==> config.mk <==
export PLATFORM = sky130hd
export DESIGN_NAME = flippy_round_scheduler_flat
export DESIGN_NICKNAME = d
export VERILOG_FILES = /design/src/rtl/flippy_round_scheduler_if.sv /design/src/rtl/flippy_round_scheduler.sv /design/src/flat_wrapper.sv
export SDC_FILE = /design/constraint.sdc
export NUM_CORES = 1
export LEC_CHECK = 0
export BUFFER_PORTS_ARGS = -buffer_cell sky130_fd_sc_hd__buf_2
export CORE_MARGIN = 4
export CORE_UTILIZATION = 55
export CTS_CLUSTER_SIZE = 28
export DETAILED_ROUTE_END_ITERATION = 7
export GPL_ROUTABILITY_DRIVEN = 0
export GPL_TIMING_DRIVEN = 0
export HOLD_SLACK_MARGIN = 0.12
export PLACE_DENSITY = 0.8
export SYNTH_ARGS = -nofsm -noshare
export SYNTH_HDL_FRONTEND = slang
export SYNTH_SLANG_ARGS = --single-unit
==> constraint.sdc <==
create_clock -name clock -period 3.85 [get_ports clock]
set_input_delay 0.1925 -clock clock [delete_from_list [all_inputs] [get_ports clock]]
set_output_delay 0.1925 -clock clock [all_outputs]
set_load 0.005 [all_outputs]
==> src/rtl/flippy_round_scheduler_if.sv <==
// rtl/flippy_round_scheduler_if.sv - lane/game bus between the round scheduler and its environment
interface flippy_round_scheduler_if;
    logic       start;
    logic       tick;
    logic [2:0] lane_busy;
    logic [2:0] lane_hit;
    logic [2:0] lane_miss;
    logic [2:0] lane_spawn;
    logic [7:0] spawn_value;
    logic       clear_lanes;
    logic [1:0] state;
    logic [7:0] score;
    logic [7:0] best_score;
    logic [1:0] lives;
    logic [2:0] level;
    logic       new_best;

    modport master (
        output start, tick, lane_busy, lane_hit, lane_miss,
        input  lane_spawn, spawn_value, clear_lanes, state, score, best_score, lives, level, new_best
    );

    modport slave (
        input  start, tick, lane_busy, lane_hit, lane_miss,
        output lane_spawn, spawn_value, clear_lanes, state, score, best_score, lives, level, new_best
    );
endinterface

==> src/rtl/flippy_round_scheduler.sv <==
// rtl/flippy_round_scheduler.sv - three-lane target game round scheduler with scoring and lives
module flippy_round_scheduler #(
    parameter int         SPAWN_BASE  = 16,
    parameter int         LEVEL_STEP  = 8,
    parameter int         START_LIVES = 3,
    parameter logic [7:0] LFSR_SEED   = 8'hA5
) (
    input logic                   clock,
    input logic                   reset_button,
    flippy_round_scheduler_if.slave bus
);
    typedef enum logic [1:0] {IDLE = 2'b00, PLAY = 2'b01, OVER = 2'b10} state_t;

    localparam int STEP_SHIFT = $clog2(LEVEL_STEP);

    state_t     state_q, state_d;
    logic       enter_play, enter_over, in_play;
    logic [7:0] score_q, score_d, best_q;
    logic [1:0] lives_q, lives_d, miss_count;
    logic [2:0] level_q, level_calc;
    logic       new_best_q;
    logic [1:0] ptr_q;
    logic [4:0] timer_q, reload;
    logic [2:0] spawn_q;
    logic [7:0] lfsr_q;
    logic [8:0] score_sum;
    logic [7:0] level_quot;
    logic [5:0] level_cut, interval;
    logic [1:0] c0, c1, c2, sel;
    logic       found;

    function automatic logic [1:0] pop3(input logic [2:0] v);
        return 2'({1'b0, v[0]} + {1'b0, v[1]} + {1'b0, v[2]});
    endfunction

    function automatic logic [1:0] next3(input logic [1:0] p);
        return (p == 2'd2) ? 2'd0 : p + 2'd1;
    endfunction

    function automatic logic lane_free(input logic [2:0] busy, input logic [1:0] p);
        return (p == 2'd0) ? ~busy[0] : (p == 2'd1) ? ~busy[1] : ~busy[2];
    endfunction

    function automatic logic [2:0] onehot(input logic [1:0] p);
        return (p == 2'd0) ? 3'b001 : (p == 2'd1) ? 3'b010 : 3'b100;
    endfunction

    assign in_play = (state_q == PLAY);

    // A lane that is both hit and missed in the same cycle counts only as a hit.
    assign score_sum  = 9'(score_q) + 9'(pop3(bus.lane_hit));
    assign score_d    = score_sum[8] ? 8'hFF : score_sum[7:0];
    assign miss_count = pop3(bus.lane_miss & ~bus.lane_hit);
    assign lives_d    = (lives_q > miss_count) ? lives_q - miss_count : 2'd0;

    assign level_quot = score_q >> STEP_SHIFT;
    assign level_calc = (level_quot > 8'd7) ? 3'd7 : level_quot[2:0];

    assign level_cut  = {2'b00, level_q, 1'b0};
    assign interval   = (6'(SPAWN_BASE) > level_cut + 6'd2) ? 6'(SPAWN_BASE) - level_cut : 6'd2;
    assign reload     = 5'(interval - 6'd1);

    // Round-robin search for a free lane starting at the pointer.
    assign c0 = ptr_q;
    assign c1 = next3(c0);
    assign c2 = next3(c1);
    always_comb begin
        found = 1'b1;
        sel   = c0;
        if (lane_free(bus.lane_busy, c0))      sel = c0;
        else if (lane_free(bus.lane_busy, c1)) sel = c1;
        else if (lane_free(bus.lane_busy, c2)) sel = c2;
        else                                   found = 1'b0;
    end

    always_ff @(posedge clock or posedge reset_button) begin
        if (reset_button) state_q <= IDLE;
        else              state_q <= state_d;
    end

    always_comb begin
        state_d    = state_q;
        enter_play = 1'b0;
        enter_over = 1'b0;
        case (state_q)
            PLAY: begin
                if (lives_d == 2'd0) begin
                    state_d    = OVER;
                    enter_over = 1'b1;
                end
            end
            OVER: begin
                if (bus.start) begin
                    state_d    = PLAY;
                    enter_play = 1'b1;
                end
            end
            default: begin
                state_d = IDLE;
                if (bus.start) begin
                    state_d    = PLAY;
                    enter_play = 1'b1;
                end
            end
        endcase
    end

    always_ff @(posedge clock or posedge reset_button) begin
        if (reset_button) begin
            score_q    <= 8'd0;
            best_q     <= 8'd0;
            lives_q    <= 2'd0;
            level_q    <= 3'd0;
            new_best_q <= 1'b0;
            ptr_q      <= 2'd0;
            timer_q    <= 5'd0;
            spawn_q    <= 3'b000;
            lfsr_q     <= LFSR_SEED;
        end else begin
            lfsr_q  <= {lfsr_q[6:0], lfsr_q[7] ^ lfsr_q[5] ^ lfsr_q[4] ^ lfsr_q[3]};
            spawn_q <= 3'b000;
            if (enter_play) begin
                score_q    <= 8'd0;
                lives_q    <= 2'(START_LIVES);
                level_q    <= 3'd0;
                timer_q    <= 5'(SPAWN_BASE - 1);
                ptr_q      <= 2'd0;
                new_best_q <= 1'b0;
            end else begin
                level_q <= level_calc;
                if (in_play) begin
                    score_q <= score_d;
                    lives_q <= lives_d;
                    if (bus.tick) begin
                        if (timer_q == 5'd0) begin
                            timer_q <= reload;
                            if (found) begin
                                spawn_q <= onehot(sel);
                                ptr_q   <= next3(sel);
                            end
                        end else begin
                            timer_q <= timer_q - 5'd1;
                        end
                    end
                end
                if (enter_over && (score_d > best_q)) begin
                    best_q     <= score_d;
                    new_best_q <= 1'b1;
                end
            end
        end
    end

    assign bus.lane_spawn  = spawn_q & {3{in_play}};
    assign bus.spawn_value = lfsr_q;
    assign bus.clear_lanes = ~in_play;
    assign bus.state       = state_q;
    assign bus.score       = score_q;
    assign bus.best_score  = best_q;
    assign bus.lives       = lives_q;
    assign bus.level       = level_q;
    assign bus.new_best    = new_best_q;
endmodule
==> src/flat_wrapper.sv <==
// flat-port wrapper written by rule: the top's interface ports become plain ports
module flippy_round_scheduler_flat 
#(
    parameter int         SPAWN_BASE  = 16,
    parameter int         LEVEL_STEP  = 8,
    parameter int         START_LIVES = 3,
    parameter logic [7:0] LFSR_SEED   = 8'hA5
)
  (clock, reset_button, bus_start, bus_tick, bus_lane_busy, bus_lane_hit, bus_lane_miss, bus_lane_spawn, bus_spawn_value, bus_clear_lanes, bus_state, bus_score, bus_best_score, bus_lives, bus_level, bus_new_best);
  flippy_round_scheduler_if bus_i ();
  input logic clock;
  input logic reset_button;
  input wire logic [$bits(bus_i.start)-1:0] bus_start;
  input wire logic [$bits(bus_i.tick)-1:0] bus_tick;
  input wire logic [$bits(bus_i.lane_busy)-1:0] bus_lane_busy;
  input wire logic [$bits(bus_i.lane_hit)-1:0] bus_lane_hit;
  input wire logic [$bits(bus_i.lane_miss)-1:0] bus_lane_miss;
  output wire logic [$bits(bus_i.lane_spawn)-1:0] bus_lane_spawn;
  output wire logic [$bits(bus_i.spawn_value)-1:0] bus_spawn_value;
  output wire logic [$bits(bus_i.clear_lanes)-1:0] bus_clear_lanes;
  output wire logic [$bits(bus_i.state)-1:0] bus_state;
  output wire logic [$bits(bus_i.score)-1:0] bus_score;
  output wire logic [$bits(bus_i.best_score)-1:0] bus_best_score;
  output wire logic [$bits(bus_i.lives)-1:0] bus_lives;
  output wire logic [$bits(bus_i.level)-1:0] bus_level;
  output wire logic [$bits(bus_i.new_best)-1:0] bus_new_best;
  assign bus_i.start = bus_start;
  assign bus_i.tick = bus_tick;
  assign bus_i.lane_busy = bus_lane_busy;
  assign bus_i.lane_hit = bus_lane_hit;
  assign bus_i.lane_miss = bus_lane_miss;
  assign bus_lane_spawn = bus_i.lane_spawn;
  assign bus_spawn_value = bus_i.spawn_value;
  assign bus_clear_lanes = bus_i.clear_lanes;
  assign bus_state = bus_i.state;
  assign bus_score = bus_i.score;
  assign bus_best_score = bus_i.best_score;
  assign bus_lives = bus_i.lives;
  assign bus_level = bus_i.level;
  assign bus_new_best = bus_i.new_best;
  flippy_round_scheduler #(.SPAWN_BASE(SPAWN_BASE), .LEVEL_STEP(LEVEL_STEP), .START_LIVES(START_LIVES), .LFSR_SEED(LFSR_SEED)) u_core (.clock(clock), .reset_button(reset_button), .bus(bus_i));
endmodule
==> impl_metrics.toml, run 1 <==
[sta]
max_slew.worst_pin.slew_ns = 0.8581
period_share_pct = 93.66
setup_tns_ns = 0
timing.fmax_ghz = 0.2773
fin_crit_ns = 3.606
max-slew-margin-rel_pct = 42.71
final_max_slew_viol_count = 0
setup_viol = 0
finalClockSkew_ns = 0.007020
hold_viol_final = 0
rsz0062_at_grt = "no"

[global_route]
met3_usage_pct = 5.472
grt_util_met2_pct = 28.25
grt_util_all_layers_pct = 18.89
grt_pass1_vias = 1791
grt_overflow = 0
grt_antenna_before_repair = 0
grt_max_degree = 43
grt_first_pass_wirelength_mm = 7.990
busiest_layer = "met2"
met1_usage_pct = 26.43

[die]
start_util_pct = 58.08
pin_count = 49
core-area_um2 = 4086
die_area_um2 = 5430
chipHeight_um = 73.69
rows = 23
fp.dieW_um = 73.69

[logic_synthesis]
synth-edff-count = 0
synth_top_cell_by_area = "dfrtp_1"
syn_inst = 227
synth_fp_nets = 260
synth.cell_area_um2 = 2374
ys_async_sr_fraction_pct = 100.0
ys_warn_count = 0
synth_flop_cell = "dfrtp_1"
synth-seq-cells = 42
synth_cell_types = 50
synth_top_area_share_pct = 40.06
avgSynthCellArea_um2 = 10.46
ys_seq_area_share_pct = 44.49
synthTopCellsByArea = "dfrtp_1 (40%), ha_1 (8.4%), dfstp_2 (4.4%), inv_1 (3.8%), fa_1 (3.4%)"

[layout]
final_cell_mix = "buf_2 (50), dfrtp_1 (38), inv_1 (23), nand2_1 (17), ha_1 (16)"
syn_to_final_growth_pct = 17.61
drive_gt1_share_pct = 28.42
final_area_um2 = 2791
fin_cells = 335
diodes = 0
layout_commonest_cell = "buf_2"
nets = 317
finish.utilization_pct = 68.31

[pwr]
power.share.sequential_pct = 39.4
power_density_nw_per_um2 = 524.9
p_comb_share_pct = 40.6
netSwitchingFraction_pct = 37.06
p_int_mw = 0.9222
p_total_mw = 1.465
clock_power_share_pct = 20.0
ir_drop_uv = 408.0
p_leak_nw = 1.482
p_sw_mw = 0.5429

[worst_hold_path]
hp-class = "in2reg"
hold_start = "bus_start"
hold_depth = 3
hold_end = "u_core.bus.state[1]"

[place]
postPlaceCellArea_um2 = 2676
dp_cells = 325
port_buffers = 48
dp_hpwl_mm = 3.605

[clock_tree]
cts_setup_buffers = 0
cts_buffers = 5
clock_path_buffers = 2
clkLatencyLatePin_ns = 0.29
cts-root-buf = "clkbuf_8"
htree_levels = 2
cts_tree = "built"
clkTransAtPathRegs_ns = 0.08
cts_num_sinks = 42

[route]
via_per_inst = 5.421
num_vias = 1816
drtIter0Drc = 73
drt_pre_antenna_iters = 4
wl_per_cell_um = 13.85
post-route-drc-count = 0
finalWirelength_mm = 4.639
drtAntennaViolNets = 0

[setup_path]
endpoint_kind = "register"
worstSetupStartpointType = "register"
worstSetupPathType = "reg2reg"
reg2reg_to = "u_core.bus.best_score[1]"
critical_path_required_ns = 4.03
r2r_slack_ns = 0.24
cp.arrival_ns = 3.79
crit_start = "u_core.bus.score[0]"
path_max_fanout = 9
reg2reg_from = "u_core.bus.score[0]"
rr_worst_depth = 12

[job]
cap_violations = 0

[outcome]
status = "completed"
-- layout make-up --
class	instances	area [µm²]
Fill cell	346	1295
Multi-Input combinational cell	156	1206
Sequential cell	42	1056
Timing Repair Buffer	50	260.3
Inverter	24	90.09
Clock buffer	6	82.58
Tap cell	50	62.56
Buffer	5	21.27
Clock inverter	2	12.51
-- cells by family (layout without fill, tap and decap cells) --
kind of cell	count (synthesis)	in the layout	share of synthesized area, %
and+or+nand+nor	66	66	15.24
AOI/OAI and AO/OA	54	54	16.61
DFF	42	42	44.49
buffers and inverters	29	87	4.692
adders and majority gates	20	20	11.81
xor gates and xnor gates	8	8	2.952
muxes	8	8	4.217
-- power groups by stage --
stage | clock, mW | combinational [mW] | sequential (mW)
after floorplan | 0 | 0.410 | 0.585
after global placement | 0 | 0.580 | 0.583
after detailed placement | 0 | 0.596 | 0.588
after CTS | 0.303 | 0.602 | 0.579
after global routing | 0.322 | 0.692 | 0.590
final | 0.293 | 0.595 | 0.577
-- layer usage --
| metal | vias to the layer above | part of all wire, % |
|---|---|---|
| li1 | 905 | - |
| met1 | 864 | 46 |
| met2 | 42 | 47 |
| met3 | 5 | 6.1 |
| met4 | 0 | 0.97 |
| met5 | - | 0 |
-- state kept, by name, indices dropped and copies added, names as in the netlist --
name and cells:
u_core.bus.best_score 8, u_core.bus.score 8, u_core.bus.spawn_value 8, u_core.timer_q 5, u_core.bus.level 3, u_core.spawn_q 3, u_core.bus.lives 2, u_core.bus.state 2
u_core.c0 2, u_core.bus.new_best 1
-- worst max path at each step --
stage,end,slack (ns),cells after the start
6_report,u_core.bus.best_score[1],0.24,12
5_1_grt,u_core.bus.best_score[2],0.04,12
4_1_cts,u_core.bus.best_score[1],0.25,12
3_3_place_gp,u_core.bus.best_score[2],0.34,10
2_1_floorplan,u_core.bus.best_score[0],0.59,12
3_5_place_dp,u_core.bus.best_score[0],0.25,12
-- timing repair --
action	CTS	global route
hold endpoints to repair	40	0
resized for setup	0	0
hold buffers	2	0
-- Yosys cell counts (3+ instances only) --
master     n
dfrtp_1   38
inv_1     24
nand2_1   17
ha_1      16
o21ai_0   11
nand3_1    9
nor2_1     9
a21o_1     6
a31oi_1    6
nor2b_1    6
xnor2_1    6
nor3b_1    5
a21oi_1    4
and2_1     4
dfstp_2    4
fa_1       4
mux2_2     4
nand2b_1   4
nor3_1     4
o31a_1     4
a41oi_1    3
clkbuf_1   3
mux2_4     3
-- metrics by stage --
step,hold WS (ns),worst slack [ns]
global placement,0.3602,0.3442
global route,0.2665,0.04065
finish,0.2445,0.2440
detailed placement,0.3607,0.2461
floorplan,0.2956,0.5926
CTS,0.2375,0.2464
-- worst max-delay path, stage by stage (launching register included) --
cell,delay [ns]
dfrtp_1,0.41
fa_1,0.49
ha_1,0.23
fa_1,0.48
and3_1,0.20
o21ai_0,0.36
inv_1,0.09
ha_1,0.30
nand3_1,0.08
nor3_1,0.21
a211oi_2,0.10
o21ai_4,0.16
mux2_2,0.38
(Power assumes the default switching activity.)
==> inputs of run 2 (changes only) <==
==> constraint.sdc (replaced) <==
create_clock -name clock -period 3.4 [get_ports clock]
set_input_delay 0.17 -clock clock [delete_from_list [all_inputs] [get_ports clock]]
set_output_delay 0.17 -clock clock [all_outputs]
set_load 0.005 [all_outputs]
==> impl_metrics.toml, run 2 (synthesized netlist as in run 1, its figures left out) <==
[route]
wl_per_cell_um = 14.61
finalWirelength_mm = 5.012
drtAntennaViolNets = 0
num_vias = 1909
post-route-drc-count = 0
via_per_inst = 5.566
drt_pre_antenna_iters = 4
drtIter0Drc = 97

[sta]
layout_setup_ws_ns = 0.03014
setup_viol = 0
max_slew.worst_pin.slew_ns = 0.8549
timing.fmax_ghz = 0.2967
setup_tns_ns = 0
hold_viol_final = 0
rsz0062_at_grt = "yes"
period_share_pct = 99.11
fin_hold_ws_ns = 0.2210
max-slew-margin-rel_pct = 42.92
fin_crit_ns = 3.370
final_max_slew_viol_count = 0
finalClockSkew_ns = 0.006899

[layout]
layout_commonest_cell = "buf_2"
nets = 325
syn_to_final_growth_pct = 25.67
final_area_um2 = 2983
fill_cells = 311
seqCellArea_um2 = 1056
final_cell_mix = "buf_2 (50), dfrtp_1 (38), inv_1 (23), nand2_1 (16), ha_1 (15)"
drive_gt1_share_pct = 35.49
diodes = 0
multiInputGateArea_um2 = 1304

[global_route]
grt_util_all_layers_pct = 18.98
grt_first_pass_wirelength_mm = 8.024
grt_antenna_before_repair = 0
grt_overflow = 0
grt_max_degree = 43
grt_pass1_vias = 1802

[clock_tree]
htree_levels = 2
cts_tree = "built"
cts_num_sinks = 42
cts_buffers = 5
clkTransAtPathRegs_ns = 0.08
cts-root-buf = "clkbuf_8"
clkLatencyLatePin_ns = 0.29
clock_path_buffers = 2

[job]
cap_violations = 0

[setup_path]
cp.arrival_ns = 3.55
cpMostUsedCell = "fa_2"
worstSetupStartpointType = "register"
critPathMaxStageDelay_ns = 0.47
crit_chain = "fa_2 -> ha_4 -> fa_2 -> buf_6 -> a41oi_4 -> ha_1 -> a21o_1 -> a21oi_2 -> nand2b_1 -> o21ai_4 -> clkbuf_16 -> mux2_4"
endpoint_kind = "register"
crit_start = "u_core.bus.score[0]"
r2r_slack_ns = 0.03
path_max_fanout = 6
critical_path.slowest_cell = "fa_2"
reg2reg_from = "u_core.bus.score[0]"
critical_path_required_ns = 3.58
worstSetupPathType = "reg2reg"

[worst_hold_path]
hp-class = "in2reg"
hold_start = "bus_start"

[place]
postPlaceCellArea_um2 = 2676
port_buffers = 48
dp_hpwl_mm = 3.605
place_ws_ns = -0.2039

[die]
chipHeight_um = 73.69
start_util_pct = 58.08
core-area_um2 = 4086
rows = 23
fp.dieW_um = 73.69
pin_count = 49
die_area_um2 = 5430

[pwr]
ir_drop_uv = 474.1
power_density_nw_per_um2 = 589.2
p_leak_nw = 1.557

[outcome]
status = "completed"
run 2: changes by cell type in the layout (fill, tap and decap cells not counted), sizes merged:
cell and delta:
clkbuf +1, buf +7
run 2: layout make-up:
cell class | count | area share [%]
clock buffer | 6 | 2.768
buffer | 5 | 0.7131
inverter | 24 | 3.020
tap | 50 | 2.097
multi-input combinational | 156 | 43.71
timing repair buffer | 58 | 11.87
sequential | 42 | 35.40
clock inverter | 2 | 0.4195
run 2: power by group:
group | internal (mW) | total (mW) | switching [mW]
Sequential | 0.582 | 0.653 | 0.0712
Clock | 0.163 | 0.332 | 0.169
Combinational | 0.363 | 0.773 | 0.409
run 2: routing by layer:
layer | wire length [µm] | share of wire (%) | track usage, %
met1 | 2224 | 44 | 26.52
met2 | 2439 | 49 | 28.74
met3 | 298 | 5.9 | 5.198
met4 | 49 | 0.98 | 5.835
met5 | 0 | 0 | 0
run 2: path summary, 6_finish.rpt:
kind / depth (start not counted) / to
max: 12 / u_core.bus.best_score[5]
min: 3 / u_core.bus.state[1]
max reg2reg: 12 / u_core.bus.best_score[5]
min reg2reg: 0 / u_core.bus.spawn_value[7]
max in group asynchronous: 3 / u_core.bus.score[3]
min in group asynchronous: 3 / u_core.c0[0]
run 2: metrics by stage:
stage                     util [%]  std cells  power [mW]
after global placement       65.49        325       1.317
after CTS                    69.44        336       1.699
final                        72.99        343       1.758
after global routing         72.99        343       1.916
after floorplan                  -        227       1.126
after detailed placement     65.49        325       1.341
run 2: worst max-delay path, delay by kind of cell, from the launching register on:
family | cells | cell delay, ns
AND/OR/NAND/NOR | 1 | 0.11
adder cells (fa/ha/maj) | 4 | 1.37
flip-flops | 1 | 0.39
AO/OA/AOI/OAI | 4 | 0.77
buffers and inverters | 2 | 0.33
multiplexers | 1 | 0.29
run 2: what timing repair did:
item                                    in CTS  in global routing
setup buffers                                1                  6
hold buffers                                 2                  0
endpoints found under the hold margin       40                  0
pin swaps                                    1                  9
endpoints found under the setup margin       8                  8
resized for setup                            7                 14
cloned                                       0                  1
==> inputs of run 3 (changes only) <==
--- a/config.mk
+++ b/config.mk
@@ -6,14 +6,16 @@
 export NUM_CORES = 1
 export LEC_CHECK = 0
 export BUFFER_PORTS_ARGS = -buffer_cell sky130_fd_sc_hd__buf_2
+export CELL_PAD_IN_SITES_DETAIL_PLACEMENT = 0
+export CELL_PAD_IN_SITES_GLOBAL_PLACEMENT = 1
 export CORE_MARGIN = 4
-export CORE_UTILIZATION = 55
+export CORE_UTILIZATION = 42
 export CTS_CLUSTER_SIZE = 28
 export DETAILED_ROUTE_END_ITERATION = 7
 export GPL_ROUTABILITY_DRIVEN = 0
 export GPL_TIMING_DRIVEN = 0
 export HOLD_SLACK_MARGIN = 0.12
-export PLACE_DENSITY = 0.8
+export PLACE_DENSITY = 0.79
 export SYNTH_ARGS = -nofsm -noshare
 export SYNTH_HDL_FRONTEND = slang
 export SYNTH_SLANG_ARGS = --single-unit
==> impl_metrics.toml, run 3 (synthesized netlist as in run 1, its figures left out) <==
[setup_path]
reg2reg_from = "u_core.bus.score[0]"
worstSetupStartpointType = "register"
critical_path.slowest_cell = "fa_2"
reg2reg_to = "u_core.bus.best_score[6]"
endpoint_kind = "register"
critPathMaxStageDelay_ns = 0.45
r2r_slack_ns = 0.04
crit_chain = "fa_1 -> ha_2 -> fa_2 -> a31oi_4 -> a41oi_2 -> ha_1 -> a21o_1 -> a21oi_2 -> nand2b_1 -> o21ai_4 -> clkbuf_16 -> mux2_4"
rr_worst_depth = 12
worstSetupPathType = "reg2reg"
path_max_fanout = 7
crit_start = "u_core.bus.score[0]"
cp-endpoint = "u_core.bus.best_score[6]"
critical_path_required_ns = 3.58
cp.arrival_ns = 3.54

[die]
chipHeight_um = 83.18
die_area_um2 = 6918
pin_count = 49
rows = 27
start_util_pct = 43.10
core-area_um2 = 5507
fp.dieW_um = 83.18

[clock_tree]
clock_path_buffers = 2
htree_levels = 2
cts-root-buf = "clkbuf_8"
cts_buffers = 5
cts_num_sinks = 42
cts_tree = "built"
clkLatencyLatePin_ns = 0.29
clkTransAtPathRegs_ns = 0.08

[route]
num_vias = 1839
wl_per_cell_um = 13.84
drtAntennaViolNets = 0
post-route-drc-count = 0
drt-met1-wl_mm = 2.472
wl_met3_um = 215
drtIter0Drc = 95
wl_met2_mm = 2.264
via_per_inst = 5.080
route.top_layer_used = "met4"
drt_pre_antenna_iters = 4
finalWirelength_mm = 5.011

[layout]
syn_to_final_growth_pct = 25.04
diodes = 0
layout_commonest_cell = "buf_2"
drive_gt1_share_pct = 32.41
nets = 322
final_cell_mix = "buf_2 (50), dfrtp_1 (38), inv_1 (23), nand2_1 (17), ha_1 (15)"

[sta]
timing.fmax_ghz = 0.2978
hold_viol_final = 0
finalClockSkew_ns = 0.003092
rsz0062_at_grt = "yes"
fin_crit_ns = 3.358
layout_setup_ws_ns = 0.04161
max-slew-margin-rel_pct = 41.46
period_share_pct = 98.78
setup_viol = 0
final_max_slew_viol_count = 0
max_slew.worst_pin.slew_ns = 0.8768
setup_tns_ns = 0

[place]
place_ws_ns = -0.2180
port_buffers = 48
dp_hpwl_mm = 3.653

[pwr]
p_leak_nw = 1.542
p_total_mw = 1.768
power_density_nw_per_um2 = 595.6
ir_drop_uv = 293.8

[global_route]
grt_overflow = 0
grt_first_pass_wirelength_mm = 8.245
grt_util_all_layers_pct = 14.61
grt_antenna_before_repair = 0
grt_pass1_vias = 1777
grt_max_degree = 43

[job]
cap_violations = 0

[outcome]
status = "completed"

[worst_hold_path]
hp-class = "in2reg"
run 3: what timing repair did:
item                       CTS  global route
cloned                       0             1
hold buffers                 2             0
gates resized for setup      5            11
pin swaps                    1            10
setup endpoints to repair    8             8
hold endpoints to repair    40             0
buffers inserted             1             3
run 3: layer usage:
layer / track usage [%] / up-vias
met5: 0 / -
met4: 4.160 / 0
met3: 4.663 / 6
met2: 23.18 / 41
met1: 19.16 / 875
li1: - / 917
run 3: final cells by class:
cell class                 count  area, µm²
clock inverter                 2      37.54
tap                           72      90.09
clock buffer                   6      72.57
multi-input combinational    156       1272
fill                         500       2539
sequential                    42       1056
inverter                      24      90.09
buffer                         5      21.27
timing repair buffer          55      327.8
run 3: how the worst min path moves through the flow:
stage / from / endpoint / depth (start not counted)
floorplan: bus_tick / u_core.timer_q[1] / 1
global route: bus_start / u_core.bus.state[1] / 3
CTS: bus_start / u_core.bus.state[1] / 3
finish: bus_start / u_core.bus.state[1] / 3
detailed placement: u_core.bus.spawn_value[6] / u_core.bus.spawn_value[7] / 0
global placement: u_core.bus.spawn_value[6] / u_core.bus.spawn_value[7] / 0
run 3: power by group:
part	switching [mW]	internal, mW
Sequential	0.0745	0.582
Combinational	0.391	0.332
Clock	0.170	0.219
run 3: per-stage QoR:
| stage | cells | cell area, µm² | util [%] | hold WS, ns |
|---|---|---|---|---|
| 2_1_floorplan | 227 | 2374 | - | 0.2731 |
| 3_3_place_gp | 347 | 2704 | 49.10 | 0.3613 |
| 3_5_place_dp | 347 | 2704 | 49.10 | 0.3638 |
| 4_1_cts | 358 | 2868 | 52.08 | 0.2104 |
| 5_1_grt | 362 | 2968 | 53.90 | 0.2361 |
| 6_report | 362 | 2968 | 53.90 | 0.2109 |
run 3: critical path: cells and delay by family, from the launching register on:
kind	cells	cell delay (ns)
flip-flops	1	0.41
multiplexers	1	0.29
AND/OR/NAND/NOR	1	0.11
AO/OA/AOI/OAI	5	0.82
adder cells (fa/ha/maj)	4	1.45
buffers and inverters	1	0.18
